<file path="src/rtl/inst_fetcher_pkg.sv">
// Shared types and constants for the instruction-fetch front end.
// Word/address types, truth constants and the fetch FSM state encoding.
package inst_fetcher_pkg;

  typedef logic [31:0] ADDR_TYPE;
  typedef logic [31:0] INS_TYPE;

  localparam logic     TRUE             = 1'b1;
  localparam logic     FALSE            = 1'b0;
  localparam ADDR_TYPE ZERO_WORD        = 32'h0;
  localparam int       ICACHE_LINES_DEF = 16;

  typedef enum logic {
    S_IDLE     = 1'b0,
    S_WAIT_MEM = 1'b1
  } fetch_state_e;

  function automatic ADDR_TYPE word_align(input ADDR_TYPE a);
    return {a[31:2], 2'b00};
  endfunction

endpackage

</file>
<file path="src/rtl/inst_fetcher_if.sv">
// Fetch-side bus: memCtrl request/response, decoder issue, redirect input.
// master = inst_fetcher, slave = the memCtrl/decoder/commit environment.
interface inst_fetcher_if;
  import inst_fetcher_pkg::*;

  logic     flag_to_mc;
  ADDR_TYPE addr_to_mc;
  logic     flag_from_mc;
  INS_TYPE  inst_from_mc;
  logic     stall_from_dec;
  logic     flag_to_dec;
  INS_TYPE  inst_to_dec;
  ADDR_TYPE pc_to_dec;
  logic     flag_jump;
  ADDR_TYPE jump_pc;

  modport master (
    output flag_to_mc, addr_to_mc, flag_to_dec, inst_to_dec, pc_to_dec,
    input  flag_from_mc, inst_from_mc, stall_from_dec, flag_jump, jump_pc
  );

  modport slave (
    input  flag_to_mc, addr_to_mc, flag_to_dec, inst_to_dec, pc_to_dec,
    output flag_from_mc, inst_from_mc, stall_from_dec, flag_jump, jump_pc
  );

endinterface

</file>
<file path="src/rtl/inst_fetcher_icache_dm.sv">
// Direct-mapped, one-word-per-line instruction cache.
// Combinational hit/data lookup, one write port; only valid bits are reset.
module inst_fetcher_icache_dm
  import inst_fetcher_pkg::*;
#(
  parameter int LINES = ICACHE_LINES_DEF
) (
  input  logic     clk,
  input  logic     rst,
  input  ADDR_TYPE i_rd_addr,
  output logic     o_hit,
  output INS_TYPE  o_rd_data,
  input  logic     i_wr_en,
  input  ADDR_TYPE i_wr_addr,
  input  INS_TYPE  i_wr_data
);

  localparam int IDX  = $clog2(LINES);
  localparam int TAGW = 30 - IDX;

  logic [LINES-1:0] r_valid;
  logic [TAGW-1:0]  r_tag  [LINES];
  INS_TYPE          r_data [LINES];

  logic [IDX-1:0]  w_rd_idx;
  logic [IDX-1:0]  w_wr_idx;
  logic [TAGW-1:0] w_rd_tag;
  logic [TAGW-1:0] w_wr_tag;

  assign w_rd_idx = i_rd_addr[IDX+1:2];
  assign w_rd_tag = i_rd_addr[31:IDX+2];
  assign w_wr_idx = i_wr_addr[IDX+1:2];
  assign w_wr_tag = i_wr_addr[31:IDX+2];

  always_ff @(posedge clk or negedge rst) begin
    if (!rst) begin
      r_valid <= '0;
    end else if (i_wr_en) begin
      r_valid[w_wr_idx] <= TRUE;
    end
  end

  // Tag/data need no reset: they are never read while the line is invalid.
  always_ff @(posedge clk) begin
    if (i_wr_en) begin
      r_tag[w_wr_idx]  <= w_wr_tag;
      r_data[w_wr_idx] <= i_wr_data;
    end
  end

  assign o_hit     = r_valid[w_rd_idx] && (r_tag[w_rd_idx] == w_rd_tag);
  assign o_rd_data = r_data[w_rd_idx];

endmodule

</file>
<file path="src/rtl/inst_fetcher.sv">
// Instruction-fetch front end: PC, fetch FSM and memCtrl request handshake.
// state      | meaning
// S_IDLE     | look up pc; issue on hit, raise a request on miss
// S_WAIT_MEM | one request outstanding; wait for the memCtrl response pulse
module inst_fetcher
  import inst_fetcher_pkg::*;
#(
  parameter ADDR_TYPE RESET_PC     = 32'h0,
  parameter int       ICACHE_LINES = ICACHE_LINES_DEF
) (
  input  logic          clk,
  input  logic          rst,
  input  logic          rdy,
  inst_fetcher_if.master fetch
);

  fetch_state_e r_state, w_nxt_state;
  ADDR_TYPE     r_pc, w_nxt_pc;
  logic         r_flag_to_mc, w_nxt_flag_to_mc;
  ADDR_TYPE     r_addr_to_mc, w_nxt_addr_to_mc;
  logic         r_flag_to_dec, w_nxt_flag_to_dec;
  INS_TYPE      r_inst_to_dec, w_nxt_inst_to_dec;
  ADDR_TYPE     r_pc_to_dec, w_nxt_pc_to_dec;

  logic    w_hit;
  INS_TYPE w_line_data;
  logic    w_fill;

  // The fill address is the registered request address, so a redirect
  // during WAIT_MEM cannot misplace the returning word.
  assign w_fill = rdy && (r_state == S_WAIT_MEM) && fetch.flag_from_mc;

  inst_fetcher_icache_dm #(.LINES(ICACHE_LINES)) u_icache (
    .clk       (clk),
    .rst       (rst),
    .i_rd_addr (r_pc),
    .o_hit     (w_hit),
    .o_rd_data (w_line_data),
    .i_wr_en   (w_fill),
    .i_wr_addr (r_addr_to_mc),
    .i_wr_data (fetch.inst_from_mc)
  );

  always_ff @(posedge clk or negedge rst) begin
    if (!rst) begin
      r_state       <= S_IDLE;
      r_pc          <= RESET_PC;
      r_flag_to_mc  <= FALSE;
      r_addr_to_mc  <= ZERO_WORD;
      r_flag_to_dec <= FALSE;
      r_inst_to_dec <= ZERO_WORD;
      r_pc_to_dec   <= ZERO_WORD;
    end else if (rdy) begin
      r_state       <= w_nxt_state;
      r_pc          <= w_nxt_pc;
      r_flag_to_mc  <= w_nxt_flag_to_mc;
      r_addr_to_mc  <= w_nxt_addr_to_mc;
      r_flag_to_dec <= w_nxt_flag_to_dec;
      r_inst_to_dec <= w_nxt_inst_to_dec;
      r_pc_to_dec   <= w_nxt_pc_to_dec;
    end
  end

  always_comb begin
    w_nxt_state       = r_state;
    w_nxt_pc          = r_pc;
    w_nxt_flag_to_mc  = r_flag_to_mc;
    w_nxt_addr_to_mc  = r_addr_to_mc;
    w_nxt_flag_to_dec = FALSE;
    w_nxt_inst_to_dec = r_inst_to_dec;
    w_nxt_pc_to_dec   = r_pc_to_dec;
    case (r_state)
      S_IDLE: begin
        if (fetch.flag_jump) begin
          w_nxt_pc = word_align(fetch.jump_pc);
        end else if (w_hit && !fetch.stall_from_dec) begin
          w_nxt_flag_to_dec = TRUE;
          w_nxt_inst_to_dec = w_line_data;
          w_nxt_pc_to_dec   = r_pc;
          w_nxt_pc          = r_pc + 32'd4;
        end else if (!w_hit) begin
          w_nxt_flag_to_mc = TRUE;
          w_nxt_addr_to_mc = r_pc;
          w_nxt_state      = S_WAIT_MEM;
        end
      end
      S_WAIT_MEM: begin
        if (fetch.flag_jump) begin
          w_nxt_pc = word_align(fetch.jump_pc);
        end
        if (fetch.flag_from_mc) begin
          w_nxt_flag_to_mc = FALSE;
          w_nxt_state      = S_IDLE;
        end
      end
      default: w_nxt_state = S_IDLE;
    endcase
  end

  assign fetch.flag_to_mc  = r_flag_to_mc;
  assign fetch.addr_to_mc  = r_addr_to_mc;
  assign fetch.flag_to_dec = r_flag_to_dec;
  assign fetch.inst_to_dec = r_inst_to_dec;
  assign fetch.pc_to_dec   = r_pc_to_dec;

endmodule
</file>
<file path="src/flat_wrapper.sv">
// flat-port wrapper written by rule: the top's interface ports become plain ports
module inst_fetcher_flat import inst_fetcher_pkg::*;
#(
  parameter ADDR_TYPE RESET_PC     = 32'h0,
  parameter int       ICACHE_LINES = ICACHE_LINES_DEF
)
  (clk, rst, rdy, fetch_flag_to_mc, fetch_addr_to_mc, fetch_flag_to_dec, fetch_inst_to_dec, fetch_pc_to_dec, fetch_flag_from_mc, fetch_inst_from_mc, fetch_stall_from_dec, fetch_flag_jump, fetch_jump_pc);
  inst_fetcher_if fetch_i ();
  input  logic clk;
  input  logic rst;
  input  logic rdy;
  output wire logic [$bits(fetch_i.flag_to_mc)-1:0] fetch_flag_to_mc;
  output wire logic [$bits(fetch_i.addr_to_mc)-1:0] fetch_addr_to_mc;
  output wire logic [$bits(fetch_i.flag_to_dec)-1:0] fetch_flag_to_dec;
  output wire logic [$bits(fetch_i.inst_to_dec)-1:0] fetch_inst_to_dec;
  output wire logic [$bits(fetch_i.pc_to_dec)-1:0] fetch_pc_to_dec;
  input wire logic [$bits(fetch_i.flag_from_mc)-1:0] fetch_flag_from_mc;
  input wire logic [$bits(fetch_i.inst_from_mc)-1:0] fetch_inst_from_mc;
  input wire logic [$bits(fetch_i.stall_from_dec)-1:0] fetch_stall_from_dec;
  input wire logic [$bits(fetch_i.flag_jump)-1:0] fetch_flag_jump;
  input wire logic [$bits(fetch_i.jump_pc)-1:0] fetch_jump_pc;
  assign fetch_flag_to_mc = fetch_i.flag_to_mc;
  assign fetch_addr_to_mc = fetch_i.addr_to_mc;
  assign fetch_flag_to_dec = fetch_i.flag_to_dec;
  assign fetch_inst_to_dec = fetch_i.inst_to_dec;
  assign fetch_pc_to_dec = fetch_i.pc_to_dec;
  assign fetch_i.flag_from_mc = fetch_flag_from_mc;
  assign fetch_i.inst_from_mc = fetch_inst_from_mc;
  assign fetch_i.stall_from_dec = fetch_stall_from_dec;
  assign fetch_i.flag_jump = fetch_flag_jump;
  assign fetch_i.jump_pc = fetch_jump_pc;
  inst_fetcher #(.RESET_PC(RESET_PC), .ICACHE_LINES(ICACHE_LINES)) u_core (.clk(clk), .rst(rst), .rdy(rdy), .fetch(fetch_i));
endmodule
</file>
<file path="config.mk">
export PLATFORM = sky130hd
export DESIGN_NAME = inst_fetcher_flat
export DESIGN_NICKNAME = d
export VERILOG_FILES = /design/src/rtl/inst_fetcher_pkg.sv /design/src/rtl/inst_fetcher_if.sv /design/src/rtl/inst_fetcher_icache_dm.sv /design/src/rtl/inst_fetcher.sv /design/src/flat_wrapper.sv
export SDC_FILE = /design/constraint.sdc
export NUM_CORES = 1
export LEC_CHECK = 0
export CORE_MARGIN = 1.5
export CORE_UTILIZATION = 31
export DETAILED_ROUTE_END_ITERATION = 10
export SYNTH_ARGS = -nofsm -noshare
export SYNTH_HDL_FRONTEND = slang
export SYNTH_SLANG_ARGS = --single-unit
</file>
<file path="constraint.sdc">
create_clock -name clk -period 8.7 [get_ports clk]
set_input_delay 1.305 -clock clk [delete_from_list [all_inputs] [get_ports clk]]
set_output_delay 1.305 -clock clk [all_outputs]
set_load 0.02 [all_outputs]
</file>
==> impl_metrics.csv, run 1 <==
group,metric,value,unit
run_status,status,"finished clean",
sta,period_minus_slack,5.604,ns
yosys,synth_area,0.04207,mm²
yosys,synth_edf_count,928,
cts,cts.path.max_buffers,3,
cts,htree_levels,3,
global_route,grt_pass1_vias,21810,
floorplan,die_h,371.4,µm
finish,fillers,12230,
global_route,grt_overflow,0,
yosys,synth_ff_type,"edfxtp_1",
yosys,synth_top_area_share,66.24,%
floorplan,dieArea,0.1379,mm²
cts,tritoncts,"built",
yosys,synthTopCellsByArea,"edfxtp_1, mux4_2, dfrtp_1",
critical_path,crit_slowest_cell,"dfrtp_4",
sta,max_freq,0.1784,GHz
sta,slew_headroom,30.22,%
drt,dr.first_iter.drc_count,2340,
cts,cts.clk_slew.worst_paths,0.06,ns
worst_hold_path,holdPathStages,1,
cts,root_buffer,"clkbuf_16",
sta,fin_tns_setup,0,ns
finish,final_area,0.04924,mm²
critical_path,worstPathRequired,9.29,ns
yosys,yosys_warnings,0,
critical_path,end_kind,"register",
worst_hold_path,hold_path.class,"reg -> reg",
sta,tightest_slew,1.047,ns
critical_path,crit_fanout,55,
sta,setup_viol,0,
yosys,synthCells,2048,
global_route,globalRouteTotalUtil,15.45,%
yosys,synth.avg_cell_area,20.54,µm²
finish,syn_to_final_growth,17.06,%
global_route,grt_first_pass_wirelength,153.5,mm
power_and_ir_drop,p_sw,3213,µW
floorplan,num_io_pins,168,
placed_design,finalWeightedCongestion,0.8447,
placed_design,dpl-instance-area,0.04586,mm²
power_and_ir_drop,p_int,9224,µW
drt,avgViaCountPerCell,5.158,
sta,hold_violations,0,
power_and_ir_drop,power_leakage,0.01620,µW
floorplan,floorplan.rows,134,
cts,clock-sinks,1069,
power_and_ir_drop,seq_power_share,50.9,%
critical_path,r2r_cells,12,
cts,clock_latency,0.71,ns
yosys,yosysSeqAreaShare,74.63,%
yosys,yosys.cell_types.count,66,
cts,hold_buffers,0,
power_and_ir_drop,powerDensity,252.6,mW/mm²
sta,slew_viol_final,0,
power_and_ir_drop,pwr-share-comb,13.3,%
power_and_ir_drop,clkPwrFrac,35.8,%
sta,fin_skew,0.02666,ns
critical_path,worstSetupPathType,"reg -> reg",
global_route,antenna_found_initial,10,
floorplan,die_x,371.4,µm
drt,via_count,21190,
finish,drive_above_1_share,25.44,%
cts,cts_buffers,101,
drt,routed_wirelength,107.3,mm
finish,final_nets,2321,
drt,ant_nets,0,
drt,wl_per_cell,26.10,µm
global_route,grt_max_degree,74,
job,maxCapViolations,0,
critical_path,crit_arrival,6.19,ns
power_and_ir_drop,swShare,25.83,%
critical_path,critPathLaunchType,"register",
placed_design,numPortBuffers,161,
cts,cts_setup_buffers,0,
critical_path,cp_slowest_stage_delay,0.96,ns
floorplan,start_util,31.36,%
power_and_ir_drop,vdd_drop_max,0.1660,mV
cts,cts.repair.resized,0,
yosys,ys_seq_elements,1069,
drt,drc_errors,0,
critical_path,crit_chain,"buf_12, mux4_2, a22o_1, a221oi_2, xnor2_1, a2111oi_1, nand3_1, nor4_4, nand4b_1, buf_4, buf_4, mux2_4",
drt,dr.pass1.iters,5,
sta,rsz0062_at_grt,"false",
placed_design,post-dp-hpwl,60.71,mm
critical_path,critPathMostFrequentCell,"buf_4",
floorplan,fp.coreArea,0.1341,mm²
sta,min_period_over_period,64.41,%
yosys,ys_async_sr_fraction,13.19,%
yosys,yosysTopAreaCell,"edfxtp_1",
critical_path,rrSetupSlack,3.10,ns
cells in the final DEF, fill, tap and decap left out, types with 6 or more instances in the layout:
| master | instances |
|---|---|
| clkbuf_8 | 13 |
| o22ai_1 | 14 |
| nand2_1 | 58 |
| a22oi_1 | 20 |
| clkinv_2 | 23 |
| o21ai_0 | 42 |
| mux4_2 | 240 |
| nor4_1 | 14 |
| a21oi_1 | 28 |
| o311ai_0 | 7 |
| buf_4 | 57 |
| mux2_2 | 51 |
| mux2_4 | 37 |
| clkdlybuf4s50_1 | 160 |
| bufinv_16 | 8 |
| nand2b_1 | 7 |
| nor3_1 | 18 |
| or2_2 | 19 |
| nand3_1 | 17 |
| a22o_1 | 11 |
| nor2_4 | 12 |
| nand4_1 | 14 |
| clkbuf_16 | 101 |
| nor2b_1 | 8 |
| xnor2_1 | 15 |
| mux2i_1 | 70 |
| edfxtp_1 | 928 |
| a2bb2oi_1 | 6 |
| mux2_1 | 13 |
| clkbuf_1 | 23 |
| inv_1 | 15 |
| nor2_1 | 31 |
| clkinv_1 | 12 |
| dfrtp_1 | 138 |
per-stage QoR:
stage / util [%] / setup WS (ns) / power [µW] / hold WS (ns) / instances
6_report: 36.71 / 3.096 / 12440 / 0.4629 / 4109
3_5_place_dp: 34.19 / 3.085 / 8113 / 0.4474 / 3915
4_1_cts: 36.71 / 3.092 / 12550 / 0.4626 / 4107
3_3_place_gp: 34.19 / 3.073 / 8059 / 0.4461 / 3915
2_1_floorplan: - / 2.360 / 7362 / 0.4337 / 2051
5_1_grt: 36.71 / 2.819 / 12870 / 0.4735 / 4108
Yosys cell counts, types with 21 or more instances:
| master | n |
|---|---|
| a21oi_1 | 28 |
| buf_2 | 21 |
| clkbuf_1 | 66 |
| dfrtp_1 | 141 |
| edfxtp_1 | 928 |
| mux2_2 | 51 |
| mux2_4 | 37 |
| mux2i_1 | 70 |
| mux4_2 | 240 |
| nand2_1 | 58 |
| nor2_1 | 44 |
| nor3_1 | 22 |
| o21ai_0 | 42 |
final cells by class:
type / instances / area, µm² / share of cell area, %
Tap cell: 1768 / 2212 / 4.492
Antenna cell: 2 / 5.005 / 0.01016
Inverter: 16 / 61.31 / 0.1245
Clock inverter: 55 / 591.8 / 1.202
Multi-Input combinational cell: 842 / 10090 / 20.50
Sequential cell: 1069 / 31410 / 63.78
Timing Repair Buffer: 220 / 2081 / 4.225
Clock buffer: 137 / 2793 / 5.671
flip-flops by register name, summed over array words and instances, names as in the netlist:
signal                    cells
u_core.fetch.addr_to_mc      30
u_core.fetch.flag_to_dec      1
u_core.r_pc                  30
u_core.u_icache.r_data      512
u_core.fetch.flag_to_mc       1
u_core.fetch.pc_to_dec       30
u_core.u_icache.r_tag       416
u_core.u_icache.r_valid      16
u_core.r_state                1
u_core.fetch.inst_to_dec     32
power by group through the flow:
stage | registers [µW] | logic [µW] | clock network (µW)
4_1_cts | 6320 | 1690 | 4530
6_report | 6330 | 1660 | 4450
2_1_floorplan | 6310 | 1060 | 0
3_5_place_dp | 6430 | 1680 | 0
3_3_place_gp | 6400 | 1660 | 0
5_1_grt | 6370 | 1770 | 4730
path summary, 6_finish.rpt:
check,from,endpoint
hold reg to reg,u_core.u_icache.r_valid[11]$_DFFE_PN0P_,u_core.u_icache.r_valid[11]$_DFFE_PN0P_
max in group asynchronous,rst,u_core.r_pc[2]$_DFFE_PN0P_
setup reg to reg,u_core.r_pc[2]$_DFFE_PN0P_,u_core.fetch.inst_to_dec[19]$_DFFE_PN0P_
hold / removal,u_core.u_icache.r_valid[11]$_DFFE_PN0P_,u_core.u_icache.r_valid[11]$_DFFE_PN0P_
min in group asynchronous,rst,u_core.fetch.inst_to_dec[17]$_DFFE_PN0P_
setup / recovery,u_core.r_pc[2]$_DFFE_PN0P_,u_core.fetch.inst_to_dec[19]$_DFFE_PN0P_
critical path, delay by kind of cell (launching register included):
family          cells  cell delay [ns]
compound gates      3             1.22
xor+xnor            1             0.11
buf+inv             3             1.27
flops               1             0.96
mux                 2             0.88
simple gates        3             0.91
layer usage:
layer  part of all wire (%)  global-route usage (%)  vias up  routed length, µm
met4                    2.3                   4.120       14               2441
met5                  0.079                       0        -                 85
met3                    8.5                   4.304      177               9082
met2                     48                   24.77      901              51670
met1                     41                   20.64    11270              43980
li1                       -                       -     8832                  -
cells by family (layout without fill, tap and decap cells):
| logic type | after synthesis | in the layout | synth area share (%) |
|---|---|---|---|
| flip-flops | 1069 | 1069 | 74.63 |
| multiplexers | 411 | 411 | 17.55 |
| AND/OR/NAND/NOR | 223 | 223 | 2.662 |
| AO/OA/AOI/OAI | 183 | 183 | 3.007 |
| buffers and inverters | 140 | 428 | 1.695 |
| XOR/XNOR | 20 | 20 | 0.4164 |
| adder cells (fa/ha/maj) | 1 | 1 | 0.02974 |
| other | 1 | 6 | 0.008914 |
(Power assumes the default switching activity.)
==> inputs of run 2 (changes only) <==
==> constraint.sdc (replaced) <==
create_clock -name clk -period 5.5 [get_ports clk]
set_input_delay 0.825 -clock clk [delete_from_list [all_inputs] [get_ports clk]]
set_output_delay 0.825 -clock clk [all_outputs]
set_load 0.02 [all_outputs]
==> impl_metrics.csv, run 2 (synthesized netlist as in run 1, its figures left out) <==
group,metric,value,unit
critical_path,cp_slowest_stage_delay,0.63,ns
sta,fin_tns_setup,0,ns
cts,htree_levels,3,
placed_design,dpl-instance-area,0.04618,mm²
placed_design,numPortBuffers,161,
floorplan,die_x,371.4,µm
drt,dr.pass1.iters,6,
sta,hold_ws,0.1577,ns
critical_path,crit_chain,"buf_4, mux4_2, a22o_1, a221oi_1, xnor2_1, a2111oi_1, nand3_1, nor4_4, buf_4, nand4b_1, buf_12, mux2_4",
cts,cts_buffers,104,
cts,clock_latency,0.69,ns
floorplan,die_h,371.4,µm
sta,fin_skew,0.02186,ns
critical_path,path_buf_inv,3,
placed_design,finalWeightedCongestion,0.8363,
finish,utilization,36.99,%
placed_design,place_ws,0.6729,ns
global_route,globalRouteTotalUtil,15.51,%
power_and_ir_drop,vdd_drop_max,0.2496,mV
power_and_ir_drop,powerDensity,400.0,mW/mm²
sta,min_period_over_period,88.90,%
critical_path,crit_fanout,74,
critical_path,worstPathRequired,6.06,ns
drt,dr.first_iter.drc_count,2325,
global_route,grt_max_degree,78,
finish,final_nets,2348,
global_route,grt_first_pass_wirelength,154.9,mm
cts,hold_buffers,0,
finish,diodes,0,
drt,via_count,21290,
cts,root_buffer,"clkbuf_16",
finish,fillers,12220,
drt,ant_nets,0,
floorplan,fp.coreArea,0.1341,mm²
cts,cts.path.max_buffers,3,
run_status,status,"finished clean",
floorplan,start_util,31.36,%
floorplan,dieArea,0.1379,mm²
job,maxCapViolations,0,
finish,syn_to_final_growth,17.94,%
sta,hold_violations,0,
sta,setup_viol,0,
cts,cts_setup_buffers,0,
global_route,grt_pass1_vias,21820,
finish,largest_reg_flops,512,
drt,routed_wirelength,107.4,mm
finish,multi_input_area,0.01011,mm²
critical_path,critPathLaunchType,"register",
finish,final_cell_mix,"edfxtp_1, mux4_2, clkdlybuf4s50_1",
floorplan,num_io_pins,168,
floorplan,floorplan.rows,134,
sta,rsz0062_at_grt,"false",
drt,wl_per_cell,25.98,µm
cts,tritoncts,"built",
sta,setup_ws,0.6107,ns
placed_design,post-dp-hpwl,61.69,mm
critical_path,critPathTopFamily,"compound AO/OA/AOI/OAI gates",
global_route,grt_overflow,0,
finish,final_area,0.04961,mm²
critical_path,end_kind,"register",
cts,cts.repair.resized,0,
critical_path,critPathMostFrequentCell,"buf_4",
global_route,antenna_found_initial,6,
cts,cts.clk_slew.worst_paths,0.07,ns
finish,final_common_cell,"edfxtp_1",
power_and_ir_drop,power_leakage,0.01638,µW
drt,drc_errors,0,
drt,avgViaCountPerCell,5.148,
sta,slew_headroom,26.45,%
sta,period_minus_slack,4.889,ns
critical_path,crit_slowest_cell,"a2111oi_1",
sta,tightest_slew,1.103,ns
finish,regArea,0.03141,mm²
finish,drive_above_1_share,26.15,%
sta,max_freq,0.2045,GHz
cts,clock-sinks,1069,
finish,top_register,"u_core.u_icache.r_data",
sta,slew_viol_final,0,
critical_path,crit_arrival,5.45,ns
critical_path,rrSetupSlack,0.61,ns
worst_hold_path,hold_path.class,"in -> async",
critical_path,worstSetupPathType,"reg -> reg",
[run 2: changes by cell type in the layout (fill, tap and decap cells not counted), sizes merged]
cell | before | now
buf | 60 | 84
clkbuf | 137 | 146
clkinv | 40 | 34
clkinvlp | 4 | 6
diode | 2 | 0
inv | 19 | 18
[run 2: power breakdown]
part	switching, µW	total (µW)	internal (µW)
combinational	1460	2700	1240
sequential	568	10000	9430
clock	3030	7150	4120
total	5050	19800	14800
[run 2: path summary, 6_finish.rpt]
path | startpoint | endpoint | cells past startpoint
worst max-delay path | u_core.r_pc[3]$_DFFE_PN0P_ | u_core.fetch.inst_to_dec[2]$_DFFE_PN0P_ | 12
worst min-delay path | rst | u_core.fetch.inst_to_dec[9]$_DFFE_PN0P_ | 1
worst max register to register | u_core.r_pc[3]$_DFFE_PN0P_ | u_core.fetch.inst_to_dec[2]$_DFFE_PN0P_ | 12
worst min register to register | u_core.u_icache.r_valid[15]$_DFFE_PN0P_ | u_core.u_icache.r_valid[15]$_DFFE_PN0P_ | 1
max in group asynchronous | rst | u_core.r_pc[2]$_DFFE_PN0P_ | 2
min in group clk | u_core.u_icache.r_valid[15]$_DFFE_PN0P_ | u_core.u_icache.r_valid[15]$_DFFE_PN0P_ | 1
[run 2: cell type report]
type	count	share of cell area, %
well taps	1768	4.459
flip-flops and latches	1069	63.30
clock inverters	50	0.9684
inverters	16	0.1236
multi-input cells	842	20.38
clock buffers	146	5.954
repair buffers	244	4.809
[run 2: metal layers]
metal | share of wire [%] | global-route usage (%) | vias up
li1 | - | - | 8902
met1 | 42 | 21.15 | 11360
met2 | 47 | 24.58 | 852
met3 | 8.5 | 4.332 | 162
met4 | 2.0 | 3.635 | 10
met5 | 0.053 | 0 | -
[run 2: worst reg2reg max path, cell delays in order, from the launching register on]
cell and delay [ns]:
dfrtp_4 0.62, buf_4 0.46, mux4_2 0.42, a22o_1 0.25, a221oi_1 0.48, xnor2_1 0.12
a2111oi_1 0.63, nand3_1 0.26, nor4_4 0.29, buf_4 0.22, nand4b_1 0.15, buf_12 0.28
mux2_4 0.59
[run 2: stage by stage]
step | std cells | total power, µW
final | 4135 | 19840
after global routing | 4135 | 20560
after floorplan | 2051 | 11650
after detailed placement | 3939 | 12900
after global placement | 3939 | 12820
after CTS | 4135 | 20040
==> inputs of run 3 (changes only) <==
--- a/config.mk
+++ b/config.mk
@@ -5,6 +5,7 @@
 export SDC_FILE = /design/constraint.sdc
 export NUM_CORES = 1
 export LEC_CHECK = 0
+export CORE_ASPECT_RATIO = 1.75
 export CORE_MARGIN = 1.5
 export CORE_UTILIZATION = 31
 export DETAILED_ROUTE_END_ITERATION = 10
==> impl_metrics.csv, run 3 (synthesized netlist as in run 1, its figures left out) <==
group,metric,value,unit
run_status,status,"finished clean",
floorplan,num_io_pins,168,
sta,slew_viol_final,0,
cts,cts_setup_buffers,0,
drt,drc_errors,0,
finish,final_cells,4162,
job,maxCapViolations,0,
finish,top_register,"u_core.u_icache.r_data",
global_route,grt_overflow,0,
critical_path,critPathTopFamily,"simple AND/OR/NAND/NOR gates",
sta,setup_ws,0.6384,ns
critical_path,timing.rr.end,"u_core.r_pc[12]$_DFFE_PN0P_",
placed_design,dp_cells,3963,
critical_path,worstSetupPathType,"reg -> reg",
placed_design,post-dp-hpwl,63.56,mm
global_route,grt_pass1_vias,22460,
drt,dr.pass1.iters,6,
cts,tritoncts,"built",
critical_path,crit_fanout,23,
critical_path,r2r_cells,11,
drt,via_count,21230,
critical_path,critPathMostFrequentCell,"nand2_1",
cts,hold_buffers,0,
power_and_ir_drop,powerDensity,401.7,mW/mm²
sta,setup_viol,0,
power_and_ir_drop,vdd_drop_max,0.2785,mV
critical_path,critPathLaunchType,"register",
critical_path,r2r_start,"u_core.r_pc[2]$_DFFE_PN0P_",
sta,slew_headroom,38.19,%
floorplan,dieArea,0.1380,mm²
finish,final_cell_mix,"edfxtp_1, mux4_2, clkdlybuf4s50_1",
sta,tightest_slew,0.9272,ns
sta,fin_tns_setup,0,ns
placed_design,place_ws,0.6757,ns
sta,min_period_over_period,88.39,%
sta,period_minus_slack,4.862,ns
drt,ant_nets,0,
drt,wl_per_cell,25.90,µm
drt,dr.first_iter.drc_count,1845,
critical_path,end_kind,"register",
cts,cts.path.max_buffers,3,
finish,fillers,12340,
placed_design,numPortBuffers,161,
finish,largest_reg_flops,512,
floorplan,die_h,490.3,µm
cts,htree_levels,3,
critical_path,crit_arrival,5.38,ns
sta,fin_skew,0.03043,ns
global_route,antenna_found_initial,14,
finish,final_common_cell,"edfxtp_1",
critical_path,crit_slowest_cell,"dfrtp_4",
cts,cts_buffers,102,
global_route,globalRouteTotalUtil,15.68,%
finish,final_nets,2338,
critical_path,crit_chain,"buf_12, mux4_2, mux2i_1, xor2_1, a32oi_1, a2111oi_1, nand3_1, nor4_4, nand2_1, nand2_1, a22oi_1",
critical_path,worstPathRequired,6.02,ns
power_and_ir_drop,power_leakage,0.01638,µW
sta,rsz0062_at_grt,"false",
floorplan,fp.coreArea,0.1345,mm²
floorplan,floorplan.rows,178,
critical_path,path_buf_inv,1,
critical_path,rrSetupSlack,0.64,ns
finish,syn_to_final_growth,18.12,%
global_route,grt_first_pass_wirelength,157.3,mm
cts,cts.clk_slew.worst_paths,0.07,ns
critical_path,cp_slowest_stage_delay,0.79,ns
finish,drive_above_1_share,25.76,%
drt,avgViaCountPerCell,5.101,
global_route,grt_max_degree,54,
cts,root_buffer,"clkbuf_16",
drt,routed_wirelength,107.8,mm
sta,max_freq,0.2057,GHz
worst_hold_path,hold_path.class,"in -> async",
cts,cts.repair.resized,0,
floorplan,start_util,31.27,%
cts,clock_latency,0.68,ns
cts,clock-sinks,1069,
placed_design,finalWeightedCongestion,0.8604,
sta,hold_violations,0,
sta,hold_ws,0.1448,ns
floorplan,die_x,281.5,µm
run 3: how the worst max path moves through the flow:
stage / slack (ns) / start / end / depth (start not counted)
3_3_place_gp: 0.72 / u_core.r_pc[2]$_DFFE_PN0P_ / u_core.r_pc[12]$_DFFE_PN0P_ / 11
5_1_grt: 0.45 / u_core.r_pc[2]$_DFFE_PN0P_ / u_core.r_pc[12]$_DFFE_PN0P_ / 11
6_report: 0.64 / u_core.r_pc[2]$_DFFE_PN0P_ / u_core.r_pc[12]$_DFFE_PN0P_ / 11
3_5_place_dp: 0.68 / u_core.r_pc[2]$_DFFE_PN0P_ / u_core.r_pc[12]$_DFFE_PN0P_ / 11
2_1_floorplan: 1.24 / fetch_flag_from_mc / u_core.u_icache.r_data[1][0]$_DFFE_PP_ / 3
4_1_cts: 0.64 / u_core.r_pc[2]$_DFFE_PN0P_ / u_core.r_pc[12]$_DFFE_PN0P_ / 11
run 3: layout make-up:
class | count | area [µm²] | area share, %
Tap cell | 1800 | 2252 | 4.533
Antenna cell | 6 | 15.01 | 0.03022
Clock buffer | 141 | 2853 | 5.741
Sequential cell | 1069 | 31410 | 63.21
Inverter | 16 | 61.31 | 0.1234
Clock inverter | 52 | 645.6 | 1.299
Timing Repair Buffer | 236 | 2341 | 4.711
Multi-Input combinational cell | 842 | 10110 | 20.35
run 3: metal layers:
| metal | track usage (%) | wire (µm) | up-vias |
|---|---|---|---|
| met4 | 5.737 | 3341 | 10 |
| met1 | 19.79 | 42570 | 11390 |
| li1 | - | - | 8886 |
| met3 | 2.846 | 7138 | 171 |
| met5 | 0 | 68 | - |
| met2 | 26.74 | 54660 | 775 |
run 3: where the power goes:
| part | internal (µW) | switching [µW] | total (µW) |
|---|---|---|---|
| sequential | 9430 | 607 | 10000 |
| combinational | 1210 | 1400 | 2610 |
| clock | 4330 | 2980 | 7310 |
| total | 15000 | 4990 | 20000 |
run 3: through the flow:
step,total power [µW],cell area (µm²),util [%]
floorplan,11650,42100,-
global placement,12790,46170,34.33
detailed placement,12880,46170,34.33
CTS,20170,49670,36.93
global route,20660,49680,36.93
finish,19960,49690,36.94
